## src/rtl/stream_mux_rr.sv

```systemverilog
// ---------------------------------------------------------------------------
// stream_mux_rr
//   Parametrised N:1 streaming multiplexer with a round-robin arbiter and a
//   single registered output stage (1-cycle latency, 1 word/cycle throughput).
//
// Parameters
//   NUM_CH  number of input channels (>=2, any value, not only powers of 2)
//   DATA_W  data width per channel
//   CH_W    channel index width, $clog2(NUM_CH)
//
// Ports
//   clk        rising-edge clock
//   rst_n      asynchronous assert, active-low reset
//   in_valid   per-channel valid
//   in_data    packed channel data; channel k = in_data[k*DATA_W +: DATA_W]
//   in_ready   per-channel ready, one-hot or zero
//   out_valid  output register holds a word
//   out_data   registered output word
//   out_ch     channel index out_data came from
//   out_ready  consumer accepts the output word
//   sel_en     (MUX_SEL_OVERRIDE_EN only) restrict eligibility to channel sel
//   sel        (MUX_SEL_OVERRIDE_EN only) forced channel index
//
// Build option
//   MUX_SEL_OVERRIDE_EN  adds sel_en/sel fixed-select override ports.
// ---------------------------------------------------------------------------
module stream_mux_rr #(
  parameter  int NUM_CH = 4,
  parameter  int DATA_W = 8,
  localparam int CH_W   = $clog2(NUM_CH)
) (
  input  logic                     clk,
  input  logic                     rst_n,
  input  logic [NUM_CH-1:0]        in_valid,
  input  logic [NUM_CH*DATA_W-1:0] in_data,
  output logic [NUM_CH-1:0]        in_ready,
  output logic                     out_valid,
  output logic [DATA_W-1:0]        out_data,
  output logic [CH_W-1:0]          out_ch,
`ifdef MUX_SEL_OVERRIDE_EN
  input  logic                     sel_en,
  input  logic [CH_W-1:0]          sel,
`endif
  input  logic                     out_ready
);

  logic              r_out_valid;
  logic [DATA_W-1:0] r_out_data;
  logic [CH_W-1:0]   r_out_ch;
  logic [CH_W-1:0]   r_ptr;

  logic [NUM_CH-1:0] w_elig;
  logic              w_load;
  logic              w_gnt_vld;
  logic [CH_W-1:0]   w_gnt;
  logic [DATA_W-1:0] w_gnt_data;
  logic [CH_W-1:0]   w_ptr_nxt;
  int unsigned       w_idx;

  // Eligibility: every valid channel, or only channel sel under override.
  // An out-of-range sel matches no channel, so nothing is granted.
  always_comb begin
    w_elig = '0;
    for (int unsigned i = 0; i < NUM_CH; i++) begin
`ifdef MUX_SEL_OVERRIDE_EN
      w_elig[i] = in_valid[i] & (!sel_en | (sel == CH_W'(i)));
`else
      w_elig[i] = in_valid[i];
`endif
    end
  end

  // Round-robin scan starting at r_ptr, wrapping modulo NUM_CH explicitly so
  // non-power-of-2 channel counts wrap correctly.
  always_comb begin
    w_gnt_vld = 1'b0;
    w_gnt     = '0;
    w_idx     = 0;
    for (int unsigned i = 0; i < NUM_CH; i++) begin
      w_idx = int'(r_ptr) + i;
      if (w_idx >= NUM_CH) w_idx = w_idx - NUM_CH;
      if (!w_gnt_vld && w_elig[w_idx]) begin
        w_gnt_vld = 1'b1;
        w_gnt     = CH_W'(w_idx);
      end
    end
  end

  always_comb begin
    w_gnt_data = '0;
    for (int unsigned i = 0; i < NUM_CH; i++) begin
      if (w_gnt == CH_W'(i)) w_gnt_data = in_data[i*DATA_W +: DATA_W];
    end
  end

  assign w_ptr_nxt = (w_gnt == CH_W'(NUM_CH - 1)) ? '0 : w_gnt + 1'b1;

  // rst_n gates the combinational ready so no handshake appears while reset
  // is held, even though the output register is empty.
  assign w_load = rst_n & (!r_out_valid | out_ready);

  always_comb begin
    in_ready = '0;
    for (int unsigned i = 0; i < NUM_CH; i++) begin
      in_ready[i] = w_load & w_gnt_vld & (w_gnt == CH_W'(i));
    end
  end

  always_ff @(posedge clk or negedge rst_n) begin
    if (!rst_n) begin
      r_out_valid <= 1'b0;
      r_out_data  <= '0;
      r_out_ch    <= '0;
      r_ptr       <= '0;
    end else if (w_load) begin
      if (w_gnt_vld) begin
        r_out_valid <= 1'b1;
        r_out_data  <= w_gnt_data;
        r_out_ch    <= w_gnt;
        r_ptr       <= w_ptr_nxt;
      end else begin
        r_out_valid <= 1'b0;
      end
    end
  end

  assign out_valid = r_out_valid;
  assign out_data  = r_out_data;
  assign out_ch    = r_out_ch;

endmodule
```

## config.mk

```make
export PLATFORM = sky130hd
export DESIGN_NAME = stream_mux_rr
export DESIGN_NICKNAME = d
export VERILOG_FILES = /design/src/rtl/stream_mux_rr.sv
export SDC_FILE = /design/constraint.sdc
export NUM_CORES = 1
export LEC_CHECK = 0
export ABC_AREA = 1
export CORE_MARGIN = 2
export CORE_UTILIZATION = 40
export DETAILED_ROUTE_END_ITERATION = 16
export GPL_ROUTABILITY_DRIVEN = 0
export PLACE_DENSITY_LB_ADDON = 0.2
export SETUP_SLACK_MARGIN = 0.4
export SLEW_MARGIN = 20
export SYNTH_ARGS = -nofsm -noshare
export SYNTH_HDL_FRONTEND = slang
export SYNTH_SLANG_ARGS = --single-unit
```

## constraint.sdc

```tcl
create_clock -name clk -period 3.5 [get_ports clk]
set_input_delay 0.35 -clock clk [delete_from_list [all_inputs] [get_ports clk]]
set_output_delay 0.35 -clock clk [all_outputs]
set_load 0.01 [all_outputs]
```

# Yosys cells after proc, flatten, opt, wreduce, memory -nomap -nowiden
# Index checks and enable logic that the tools add are counted.
dict set report totals {
  n_memories 0
  ram_bits 0
  latchBits 0
  in_bits 39
  register_bits 13
  romBits 0
  word_cells 65
  output_inout_bits 15
}
dict set report op_classes {
  multipliers 0
  n_eq_ne 3
  shifts 0
  bitwise_logic 7
  order_cmp 8
  n_div 0
  n_reduce_logical 9
  add_sub_neg 8
  mux 26
}
# cell count
set op_table {}
lappend op_table {{32-bit by 3-bit < comparator with 1-bit output (second input constant)} 4}
lappend op_table {{32-bit 2-to-1 mux} 4}
lappend op_table {{8-bit 2-to-1 mux} 4}
lappend op_table {{3-bit by 3-bit subtractor with 4-bit output (second input constant)} 3}
lappend op_table {{2-bit 2-to-1 mux} 5}
lappend op_table {{3-bit greater-or-equal comparator (second input constant)} 3}
lappend op_table {{1-bit 2-to-1 mux} 9}
lappend op_table {{1-bit binary-select mux with 2-bit select} 4}
lappend op_table {{2-bit by 2-bit adder with 3-bit output (second input constant)} 2}
lappend op_table {{1-bit AND} 6}
lappend op_table {{2-bit == test (second input constant)} 2}
lappend op_table {{1-bit logical NOT} 4}
lappend op_table {{2-bit by 3-bit subtractor with 4-bit output (second input constant)} 1}
lappend op_table {{2-bit by 1-bit adder with 3-bit output (second input constant)} 1}
lappend op_table {{2-bit by 3-bit greater-or-equal comparator with 1-bit output (second input constant)} 1}
lappend op_table {{1-bit logical AND} 3}
lappend op_table {{2-bit by 1-bit adder with 2-bit output (second input constant)} 1}
lappend op_table {{2-bit by 1-bit == test with 1-bit output (second input constant)} 1}
lappend op_table {{2-bit logical NOT} 1}
lappend op_table {{2-bit AND reduction} 1}
lappend op_table {{1-bit bitwise OR} 1}

# Logic depth before layout (Yosys ltp)
# Gate-level depths: netlist (run 1).
dict set report depth {
  word_depth 19
  ltp_mapped 19
  mapped_depth_nobuf 18
}

# Least setup slack after synthesis (run 1)
# OpenSTA, ideal clock, no wires.
dict set report synth_path {
  kind {reg-to-output}
  from {reg r_ptr[0]}
  to {out in_ready[3]}
  stages_incl_launch_ff 16
  setup_slack_ns 1.069
  t_required_ns 3.150
  t_arrival_ns 2.081
  n_path_buf 3
  path_cell_list {dfrtp_1 > buf_6 > inv_6 > nand2_1 > nand3_1 > nand2_1 > nor2_4 > nand3_1 > nand3_1 > nand2_1 > inv_1 > ha_1 > clkbuf_1 > clkbuf_1 > inv_1 > nor2_1}
}
dict set report synth_between {
  elab_chain_len 16
  elab_cells_between_ends 40
  cone_classes {add/sub: 7; order compare: 4; eq/ne: 1; mux: 20; bitwise: 2; reduce/logical: 6}
}
# element line
set synth_lines {}
lappend synth_lines {{start: declaration} 50} ;# logic [CH_W-1:0] r_ptr;
lappend synth_lines {{start signal: assignment} 120} ;# r_ptr <= w_ptr_nxt;
lappend synth_lines {{parallel branches: the longest is 13 deep, another holds 3-bit by 3-bit subtractor with 4-bit output} -}
lappend synth_lines {{2-bit 2-to-1 mux *} 82} ;# if (!w_gnt_vld && w_elig[w_idx]) begin
lappend synth_lines {{net w_gnt[1]} 55} ;# logic [CH_W-1:0] w_gnt;
lappend synth_lines {{2-bit == test *} 105} ;# in_ready[i] = w_load & w_gnt_vld & (w_gnt == CH_W'(i));
lappend synth_lines {{1-bit AND *} 105}
lappend synth_lines {{end: declaration} 36} ;# output logic [NUM_CH-1:0] in_ready,
# Mark *: on every way through the listed nets, which the timed path passes. The select of a mux whose other input is x is not followed.

# Worst setup path in the final report (run 1)
dict set report layout_path {
  from {reg r_ptr[0]}
  to {out in_ready[1]}
}
dict set report layout_between {
  elab_chain_len 16
  elab_cells_between_ends 40
  cone_classes {add/sub: 7; order compare: 4; eq/ne: 1; mux: 20; bitwise: 2; reduce/logical: 6}
}
# element line
set layout_lines {}
lappend layout_lines {{parallel branches: the longest is 13 deep, another holds 3-bit by 3-bit subtractor with 4-bit output} -}
lappend layout_lines {{2-bit 2-to-1 mux *} 82}
lappend layout_lines {{net w_gnt[0]} 55}
lappend layout_lines {{2-bit by 1-bit == test with 1-bit output *} 105}
lappend layout_lines {{1-bit AND *} 105}
# Marks and branches as above.

==> impl_metrics.csv, run 1 <==
group,metric,value,unit
synthesis,synth_top_cell_by_area,"dfrtp_1",
sta,rsz0062_at_grt,"no",
placed_design,portBuffers,53,
worst_setup_path,worstPathMaxFanout,10,
cts,cts_tree,"done",
sta,slew_viol_final,0,
synthesis,synth_common_cells,"82 x nand2_1, 21 x o21ai_0, 15 x inv_1, 13 x dfrtp_1, 9 x nand3_1",
sta,fmax,341,MHz
layout,fillers,237,
synthesis,synth-seq-cells,13,
synthesis,yosysWarnings,0,
synthesis,synth_area_leaders,"dfrtp_1 30%, nand2_1 28%, o21ai_0 9.6%",
cts,cts_sinks,13,
cts,clk_latency,0.27,ns
synthesis,syn_area,1100,um^2
drt,drt_first_pass_iters,5,
grt,grt_pass1_wl,4.95,mm
pwr,ir_drop,711,uV
job,max_cap_violations,0,
cts,cts_buffers,3,
sta,hold_viol,0,
placed_design,place_area,1650,um^2
hold_path,hold_class,"in2async",
floorplan,rows,19,
sta,worstMarginPinSlew,0.534,ns
sta,relSlewSlack,64.3,%
synthesis,syn_area_per_cell,6.21,um^2
synthesis,ys_seq_area_share,29.6,%
drt,vias_per_cell,5.02,
sta,setup_violations,0,
layout,drive_gt1_share,9.91,%
layout,final_util,63.5,%
drt,drc,0,
floorplan,core-area,2690,um^2
worst_setup_path,arrival,2.58,ns
drt,via_count,1319,
synthesis,synth_edf_count,0,
layout,num_antenna_cells,0,
grt,antenna_found_initial,0,
worst_setup_path,worstSetupPathType,"reg2out",
layout,seq_area,327,um^2
pwr,power.density,1070,nW/um^2
floorplan,ioPinCount,54,
synthesis,ys.flop_type,"dfrtp_1",
worst_setup_path,cp-start-kind,"flip-flop",
sta,fin_skew,0.00146,ns
grt,grt_use_total,19.5,%
floorplan,start_util,40.9,%
layout,areaGrowthSynthToFinish,55.2,%
sta,min_period,2.93,ns
grt,grt_max_degree,17,
synthesis,yosysMostFrequentCell,"nand2_1",
floorplan,fp.dieH,56.4,um
worst_setup_path,r2r_slack,0.73,ns
worst_setup_path,required,3.15,ns
floorplan,die_area,3180,um^2
synthesis,async_flop_share,100,%
drt,post_drt_wl_per_cell,11.8,um
cts,clock_tree.root_cell,"clkbuf_4",
layout,nets,276,
synthesis,synth_cells,177,
layout,final_area,1710,um^2
synthesis,ys_types,20,
floorplan,die_x,56.4,um
drt,drtIter0Drc,47,
cts,path_clk_slew,0.07,ns
synthesis,synth.top_cell.area_share,29.6,%
placed_design,dp_hpwl,2.54,mm
drt,ant_nets,0,
grt,overflow,0,
layout,multiInputGateArea,672,um^2
run_status,outcome,"finished clean",
sta,tns,0,ns
synthesis,synth_nets,220,
grt,grt_pass1_vias,1216,
worst_setup_path,end_kind,"output port",
cts,cts-htree-levels,1,
drt,drt-total-wl,3.11,mm
sta,finalCritPeriodShare,83.8,%
pwr,p_leak,0.000863,uW
cts,clockBufferDepth,2,
## kinds of logic after synthesis
group,after synthesis,synth area share [%]
adders and majority gates,4,4.56
and+or+nand+nor,105,40.5
AOI/OAI and AO/OA,31,14.7
buffers and inverters,24,10.6
DFF,13,29.6
## through the flow
stage,setup WS [ns],power (uW),cells,hold WS [ns]
after floorplan,1.07,1250,177,0.0544
after global placement,0.531,1650,257,0.464
after detailed placement,0.418,1690,257,0.465
after CTS,0.438,1790,261,0.373
after global routing,0.409,2020,263,0.380
final,0.566,1830,263,0.373
## cell type report
class / count / area share (%)
Multi-Input combinational cell: 140 / 39.4
Clock buffer: 4 / 1.54
Inverter: 17 / 4.18
Sequential cell: 13 / 19.1
Timing Repair Buffer: 58 / 33.5
Tap cell: 31 / 2.27
## final timing paths
path / to / from / cells after the start
max in group asynchronous: r_ptr[0] / rst_n / 2
hold / removal: out_data[4] / rst_n / 2
min in group clk: out_ch[0] / out_ch[0] / 2
setup reg to reg: out_data[5] / r_ptr[0] / 17
setup / recovery: in_ready[1] / r_ptr[0] / 12
hold reg to reg: out_ch[0] / out_ch[0] / 2
## flip-flops by register name, indices dropped and copies added, names as in the netlist
register   flops
out_ch         2
out_data       8
out_valid      1
r_ptr          2
## where the power goes
group / internal, uW / total [uW] / switching, uW
logic: 599 / 1470 / 871
clock network: 44.2 / 88.4 / 44.2
registers: 224 / 274 / 49.3
total: 868 / 1830 / 965
## placed cells by master, fill, tap and decap left out, types with 2 or more instances in the layout
| cell type | n |
|---|---|
| clkbuf_4 | 3 |
| dfrtp_1 | 12 |
| nand4_1 | 2 |
| dlymetal6s2s_1 | 2 |
| nand3_1 | 9 |
| nor2_1 | 5 |
| nand3_2 | 2 |
| nand2_1 | 81 |
| a21oi_1 | 8 |
| inv_2 | 2 |
| clkdlybuf4s50_1 | 51 |
| o21ai_0 | 21 |
| buf_4 | 4 |
| inv_1 | 13 |
| ha_1 | 3 |
| nand2_2 | 4 |
## critical path, stage by stage, from the launching register on
cell             delay, ns
dfrtp_2               0.46
clkbuf_2              0.16
nand2_1               0.07
nand2_1               0.09
nand2_1               0.12
nand3_1               0.12
nand3_1               0.13
nand3_1               0.17
inv_2                 0.12
ha_4                  0.19
inv_1                 0.05
nor2_1                0.10
clkdlybuf4s50_1       0.54
## what timing repair did
| item | in CTS | in global routing |
|---|---|---|
| gates resized for setup | 1 | 7 |
| endpoints found under the hold margin | 0 | 0 |
| setup buffers | 0 | 2 |
| endpoints found under the setup margin | 2 | 6 |
| hold buffers | 0 | 0 |
| pin swaps | 0 | 0 |
## metal layers
metal  GRT usage [%]  up-vias  share of wire (%)
met2            37.0       38                 53
li1                -      671                  -
met4            4.08        0                1.7
met1            23.0      603                 42
met3            2.76        7                3.3
met5               0        -                  0
Power figures use the tool's default switching activity.
==> run 2: changes to the inputs <==
==> constraint.sdc (replaced) <==
create_clock -name clk -period 2.7 [get_ports clk]
set_input_delay 0.27 -clock clk [delete_from_list [all_inputs] [get_ports clk]]
set_output_delay 0.27 -clock clk [all_outputs]
set_load 0.01 [all_outputs]
==> run 2 against run 1 <==
Effect of this change:
- utilization is 8.1 points higher
- sequential power is 34% higher
- critical path type is now reg2reg
- register-to-register slack worse by 0.50 ns
- critical endpoint is now out_data[4]
- global-route usage is 4.0 points higher
- highest routed layer unchanged
- clock-buffer cell count stayed put
- via count is 7.4% higher
- critical path depth is 6 higher
- combinational power is 76% higher
- first-iteration DRC count is 13% lower
- hold slack worse by 0.037 ns
- sequential share of layout area is 2.1 points lower
- die area stayed put
==> impl_metrics.csv, run 2 (same netlist as run 1, synthesis figures left out) <==
group,metric,value,unit
run_status,outcome,"finished clean",
cts,cts_hold_buf,0,
sta,fmax,404,MHz
layout,areaGrowthSynthToFinish,74.9,%
pwr,ir_drop,1530,uV
drt,vias_per_cell,5.15,
drt,via_count,1416,
cts,clockBufferDepth,2,
sta,setup_violations,0,
floorplan,rows,19,
worst_setup_path,cp-start-kind,"flip-flop",
sta,rsz0062_at_grt,"yes",
grt,overflow,0,
layout,layout_commonest_cell,"nand2_1",
sta,min_period,2.47,ns
drt,drtIter0Drc,41,
layout,fillers,234,
layout,mostFrequentLayoutCells,"71 x nand2_1, 48 x clkdlybuf4s50_1, 13 x o21ai_1, 13 x buf_4, 12 x nand2_2",
placed_design,dp_hpwl,2.51,mm
layout,largest_reg_flops,8,
sta,relSlewSlack,85.6,%
layout,seq_area,328,um^2
drt,drt-total-wl,3.78,mm
floorplan,die_area,3180,um^2
floorplan,start_util,40.9,%
grt,antenna_found_initial,0,
pwr,power.density,1600,nW/um^2
drt,ant_nets,0,
sta,worstMarginPinSlew,0.216,ns
grt,grt_use_total,23.4,%
sta,slew_viol_final,0,
floorplan,core-area,2690,um^2
worst_setup_path,end_kind,"flip-flop",
cts,clk_latency,0.27,ns
pwr,p_leak,0.000933,uW
floorplan,fp.dieH,56.4,um
sta,finalCritPeriodShare,91.6,%
placed_design,place_area,1700,um^2
layout,drive_gt1_share,29.1,%
grt,grt_max_degree,17,
worst_setup_path,arrival,2.69,ns
drt,post_drt_wl_per_cell,13.7,um
layout,nets,288,
cts,cts_tree,"done",
cts,cts_sinks,13,
sta,fin_skew,0.00108,ns
layout,multiInputGateArea,802,um^2
drt,drc,0,
floorplan,die_x,56.4,um
cts,cts_buffers,3,
floorplan,ioPinCount,54,
hold_path,hold_class,"in2async",
sta,hold_viol,0,
layout,final_area,1920,um^2
worst_setup_path,required,2.91,ns
job,max_cap_violations,0,
pwr,p_total,3070,uW
cts,clock_tree.root_cell,"clkbuf_4",
layout,num_antenna_cells,0,
placed_design,portBuffers,53,
grt,grt_pass1_wl,5.93,mm
grt,grt_pass1_vias,1344,
worst_setup_path,worstPathMaxFanout,8,
drt,drt_first_pass_iters,5,
cts,cts-htree-levels,1,
cts,path_clk_slew,0.08,ns
worst_setup_path,worstSetupPathType,"reg2reg",
run 2: final cells by class:
| class | count | area share [%] |
|---|---|---|
| Multi-Input combinational cell | 140 | 41.7 |
| Timing Repair Buffer | 70 | 34.1 |
| Sequential cell | 13 | 17.1 |
| Inverter | 17 | 3.71 |
| Tap cell | 31 | 2.02 |
| Clock buffer | 4 | 1.37 |
run 2: report_power, final:
| group | internal, uW | switching [uW] | total, uW |
|---|---|---|---|
| registers | 292 | 75.0 | 367 |
| logic | 1120 | 1470 | 2580 |
| clock network | 57.2 | 62.3 | 119 |
| total | 1470 | 1600 | 3070 |
run 2: per-stage QoR:
stage                     instances  hold WS (ns)  util [%]  setup TNS (ns)  worst slack (ns)
after floorplan                 177       -0.0256         -               0             0.406
final                           275         0.336      71.5               0             0.225
after global routing            275         0.359      71.5               0            0.0537
after CTS                       272         0.332      67.6               0             0.331
after detailed placement        263         0.468      63.2          -0.595           -0.0953
after global placement          263         0.465      63.2         -0.0125           -0.0103
run 2: what timing repair did:
item | CTS | global route
gates resized for setup | 52 | 26
setup endpoints to repair | 12 | 12
buffers inserted | 5 | 3
pin swaps | 13 | 20
run 2: worst paths after layout:
check                       startpoint          end  slack (ns)  depth (start not counted)
max                           r_ptr[0]  out_data[4]        0.23                         18
min                              rst_n    out_ch[0]        0.34                          2
min reg2reg                out_data[7]  out_data[7]        0.48                          2
max reg2reg                   r_ptr[0]  out_data[4]        0.23                         18
max in group asynchronous        rst_n     r_ptr[1]        2.19                          2
min in group clk           out_data[7]  out_data[7]        0.48                          2
run 2: routing by layer:
metal,up-vias,global-route usage (%),wire [um]
met5,-,0,0
met4,0,5.44,44
met3,8,2.76,127
met2,48,44.9,2050
met1,660,27.5,1560
li1,700,-,-
run 2: critical path, stage by stage (launching register included):
cell and delay (ns):
dfrtp_2 0.48, buf_6 0.16, nand2_2 0.06, nand2_2 0.07, nand2_2 0.08, nand2_2 0.07, nor2_4 0.13, nand4_1 0.22
nand2_4 0.18, ha_4 0.14, inv_2 0.04, buf_6 0.10, nor2_4 0.18, nand2_1 0.08, nand2_1 0.06, o21ai_0 0.07
o21ai_1 0.16, nand2_1 0.07, nand2_1 0.06
==> edit 1 (config.mk and constraints of run 1) <==
The parameter `NUM_CH` goes from 4 to 8.
--- a/src/rtl/stream_mux_rr.sv
+++ b/src/rtl/stream_mux_rr.sv
@@ -25,7 +25,7 @@
 //   MUX_SEL_OVERRIDE_EN  adds sel_en/sel fixed-select override ports.
 // ---------------------------------------------------------------------------
 module stream_mux_rr #(
-  parameter  int NUM_CH = 4,
+  parameter  int NUM_CH = 8,
   parameter  int DATA_W = 8,
   localparam int CH_W   = $clog2(NUM_CH)
 ) (
Interface: changed (resized in_data, in_ready, in_valid and out_ch); port bits go from 54 to 95. The function was not compared with the original's and may differ.
==> edit 1 against run 1 <==
- count of clock-buffer cells in the layout shrank 1
- synthesized area increased by 120%
- hold slack improved by 0.082 ns
- largest cell class unchanged
- clock skew fell by 0.00052 ns
- sequential cell count rose by 2
- cell area up 140%
- critical path type unchanged
- setup slack got worse by 0.23 ns
- sequential share of layout area fell by 10 points
- wire length increased to 2.6 times the old value
- fmax decreased by 7.1%
Power is left out: the tool's default activity adds up to more than one toggle a clock period on the data nets, which glitch-free logic cannot reach.
==> edit 1: results (changes against run 1) <==
Drt:
- The routed wire length is 8.05 mm (+160%).
- The met3 wire length came to 491 µm (+370%).
- The number of vias in the routed layout came to 2986 (+130%).
- The length of the first detailed-routing pass in iterations is 4 (-1).
- The DRC violation total after the first TritonRoute iteration is 117 (+150%).

Placement:
- The total placed instance area is 0.00348 mm² (+110%).
- The number of buffers added on ports came to 94 (+77%).
- The minimum setup slack after placement came to 0.0145 ns (-0.403 ns).
- The HPWL after detailed placement came to 5.76 mm (+130%).
- The placed instance count was 574 (+120%).

Setup path:
- The highest cell delay on the worst timing path was 0.44 ns (-0.10 ns).
- The length in cells of the worst reg-to-reg path is 27 (+10).
- In this design, the largest share of critical-path delay is due to simple AND/OR/NAND/NOR gates.
- The slowest stage of the critical path is the dfrtp_2 cell.
- The critical path arrival came to 2.81 ns (+0.23 ns).
- In this run the worst setup path begins at r_ptr[0].
- In this run the critical register-to-register path is launched from r_ptr[0].
- The endpoint identified for the worst register-to-register timing path is out_data[6].

Clock tree:
- The clock insertion delay at the later pin of the skew report is 0.24 ns (-0.03 ns).
- The library cell used as clock root buffer is clkbuf_8.

Synth:
- The xor/xnor share of the synthesized area came to 2.53% (+2.5 points).
- By count the netlist is led by nand2_1, inv_1, nand3_1.
- The number of nets in the synthesized netlist is 481 (+120%).
- The area fraction in compound gates after synthesis is 9.74% (-5.0 points).
- The mean area per synthesized cell was 5.96 µm² (-4.0%).
- The number of distinct standard cells referenced by the synthesized netlist came to 38 (+90%).

Finish:
- The fill cell total of the finished layout is 467 (+97%).

Status:
- The run finished with clean final reports.

STA:
- The worst hold slack was 0.456 ns (+0.0824 ns).
- The relative slew slack is 77.3% (+13 points).
- The time the final worst path needs with I/O delays and setup is 3.16 ns (+0.226 ns).

GRT:
- The global-route wire length before repair was 11.6 mm (+130%).
- The pin count of the biggest net entering global routing is 21 (+4).
- The met1 track demand over resource is 26.7% (+3.8 points).
- The met2 usage is 41.5% (+4.5 points).
[edit 1: cell types whose count changed in the layout (fill, tap and decap cells not counted), moves of 9 or more]
cell and change:
nand2_1 +37, clkdlybuf4s50_1 +35, inv_1 +28, buf_4 +25, nand2_2 +18, nand3_2 +18
nor2_1 +15, buf_6 +12, nand3_1 +12, inv_2 +11, nor2_4 +11, nand3_4 +9
[edit 1: area by class of cell]
| type | instances | area (µm²) | area share, % |
|---|---|---|---|
| clock buffers | 3 | 41.3 | 0.992 |
| clock inverters | 1 | 5.00 | 0.120 |
| inverters | 63 | 254 | 6.11 |
| multi-input cells | 308 | 2080 | 50.1 |
| flip-flops and latches | 15 | 378 | 9.08 |
| well taps | 75 | 93.8 | 2.26 |
| repair buffers | 137 | 1300 | 31.3 |
[edit 1: repair_timing]
action	in CTS	in global routing
endpoints found under the setup margin	16	18
gates cloned	0	3
hold endpoints to repair	0	0
buffers inserted	12	9
pin swaps	24	51
gates resized for setup	82	62
==> edit 2 (settings of run 1) <==
Without the edit above. Make the reset (`rst_n`) synchronous in one clocked block. Comments in the files are not updated.
--- a/src/rtl/stream_mux_rr.sv
+++ b/src/rtl/stream_mux_rr.sv
@@ -106,7 +106,7 @@
     end
   end
 
-  always_ff @(posedge clk or negedge rst_n) begin
+  always_ff @(posedge clk) begin
     if (!rst_n) begin
       r_out_valid <= 1'b0;
       r_out_data  <= '0;
Check against the original RTL: differs if rst_n is asserted again (counterexample within 4 cycles, from zero or initial values and one cycle with rst_n low); with rst_n held inactive, the same outputs for 10 cycles.
==> edit 2 against run 1 <==
- synthesized cell count up 5.6%
- setup slack better by 0.012 ns
- highest routed layer unchanged
- critical path depth up 1
- core utilization up 3.2 points
- wire length down 9.4%
- sequential cell count unchanged
- power down 27%
- synthesized area down 0.57%
- register-to-register slack better by 0.21 ns
- cell area down 1.3%
==> edit 2: results (changes against run 1) <==
Synth:
- The number of nets in the synthesized netlist is 230 (+4.5%).
- The leading register cell type out of synthesis is dfxtp_1.
- Sorting the synthesized cells by area gives the leading types as nand2_1, dfxtp_1, nand3_1.
- In the synthesized netlist, the cells that appear most often are nand2_1, nand3_1, o21ai_0.
- The async set-or-reset flop fraction in the synthesized netlist is 0% (-100 points).
- The fraction of the yosys area taken by sequential cells is 23.8% (-5.8 points).

GRT:
- The pin count of the biggest net entering global routing is 18 (+1).
- The met3 routing resource usage after global routing is 5.99% (+3.2 points).
- The met1 track demand over resource is 22.6% (-0.38 points).
- The global-route wire length before repair is 4.90 mm (-1.1%).
- The via count of the first global-routing pass is 1200 (-1.3%).

Setup path:
- The length in cells of the worst reg-to-reg path is 16 (-1).
- The critical path arrival is 2.57 ns (about the same).
- The reg-to-reg endpoint is out_data[6].
- The launch point of the worst path is in_valid[0].
- The worst register-to-register path begins at r_ptr[0].

Finish:
- The number of signal-net inverters in the final layout came to 18 (+1).
- The fill cell total of the finished layout is 249 (+5.1%).
- The number of signal-net buffers in the layout came to 56 (-3.4%).
- The non-clock buffer contribution to total cell area was 33.2% (-0.30 points).
- The sequential cell count of the final layout is 13 (unchanged).
- The number of nets in the layout is 283 (+2.5%).
- The fraction of area in registers is 15.7% (-3.5 points).
- The fraction of layout cells with a size suffix above 1 is 10.5% (+0.55 points).
- The area taken by flip-flops and latches is 264 µm² (-19%).
- The count of multi-input combinational gates is 148 (+5.7%).
- The footprint of the multi-input gates is 729 µm² (+8.6%).

Placement:
- The HPWL after detailed placement is 2.25 mm (-12%).
- The total placed instance area was 0.00163 mm² (-0.91%).

Status:
- The run finished with clean final reports.

Clock tree:
- The number of cells upsized or downsized after cts came to 4 (+3).

Power:
- The peak ir drop on the vdd network is 0.500 mV (-30%).
- The total leakage power is 0.831 nW (-3.8%).

STA:
- The final setup skew is 0.000520 ns (-0.000942 ns).
- The relative slew slack is 68.8% (+4.5 points).

Drt:
- The length of the first detailed-routing pass in iterations came to 4 (-1).
- The routed length per placed instance came to 10.5 µm (-11%).
- The DRC violation total after the first TritonRoute iteration is 38 (-19%).
edit 2: changes by cell type after synthesis, sizes merged, moves of 3 or more:
cell,delta
nand3,+9
dfrtp,-13
a21oi,+3
o21ai,-5
dfxtp,+13
edit 2: critical path, stage by stage:
cell	delay, ns
clkdlybuf4s50_1	0.48
inv_1	0.06
nand2_1	0.07
nand3_1	0.07
nand2_1	0.12
inv_1	0.10
nand3_4	0.11
nand3_2	0.14
inv_1	0.11
ha_1	0.19
inv_1	0.05
nor2_1	0.15
clkdlybuf4s50_1	0.57
edit 2: per-stage QoR:
step	hold slack [ns]	util [%]	worst slack, ns	std cells
6_report	0.466	66.7	0.578	269
5_1_grt	0.489	66.7	0.438	269
4_1_cts	0.470	66.3	0.453	269
3_5_place_dp	0.459	64.6	0.281	265
3_3_place_gp	0.455	64.6	0.346	265
2_1_floorplan	0.486	-	1.12	187
edit 2: power breakdown:
group	switching, W	internal (W)
logic	0.000572	0.000426
registers	0.0000404	0.000204
clock network	0.0000486	0.0000442
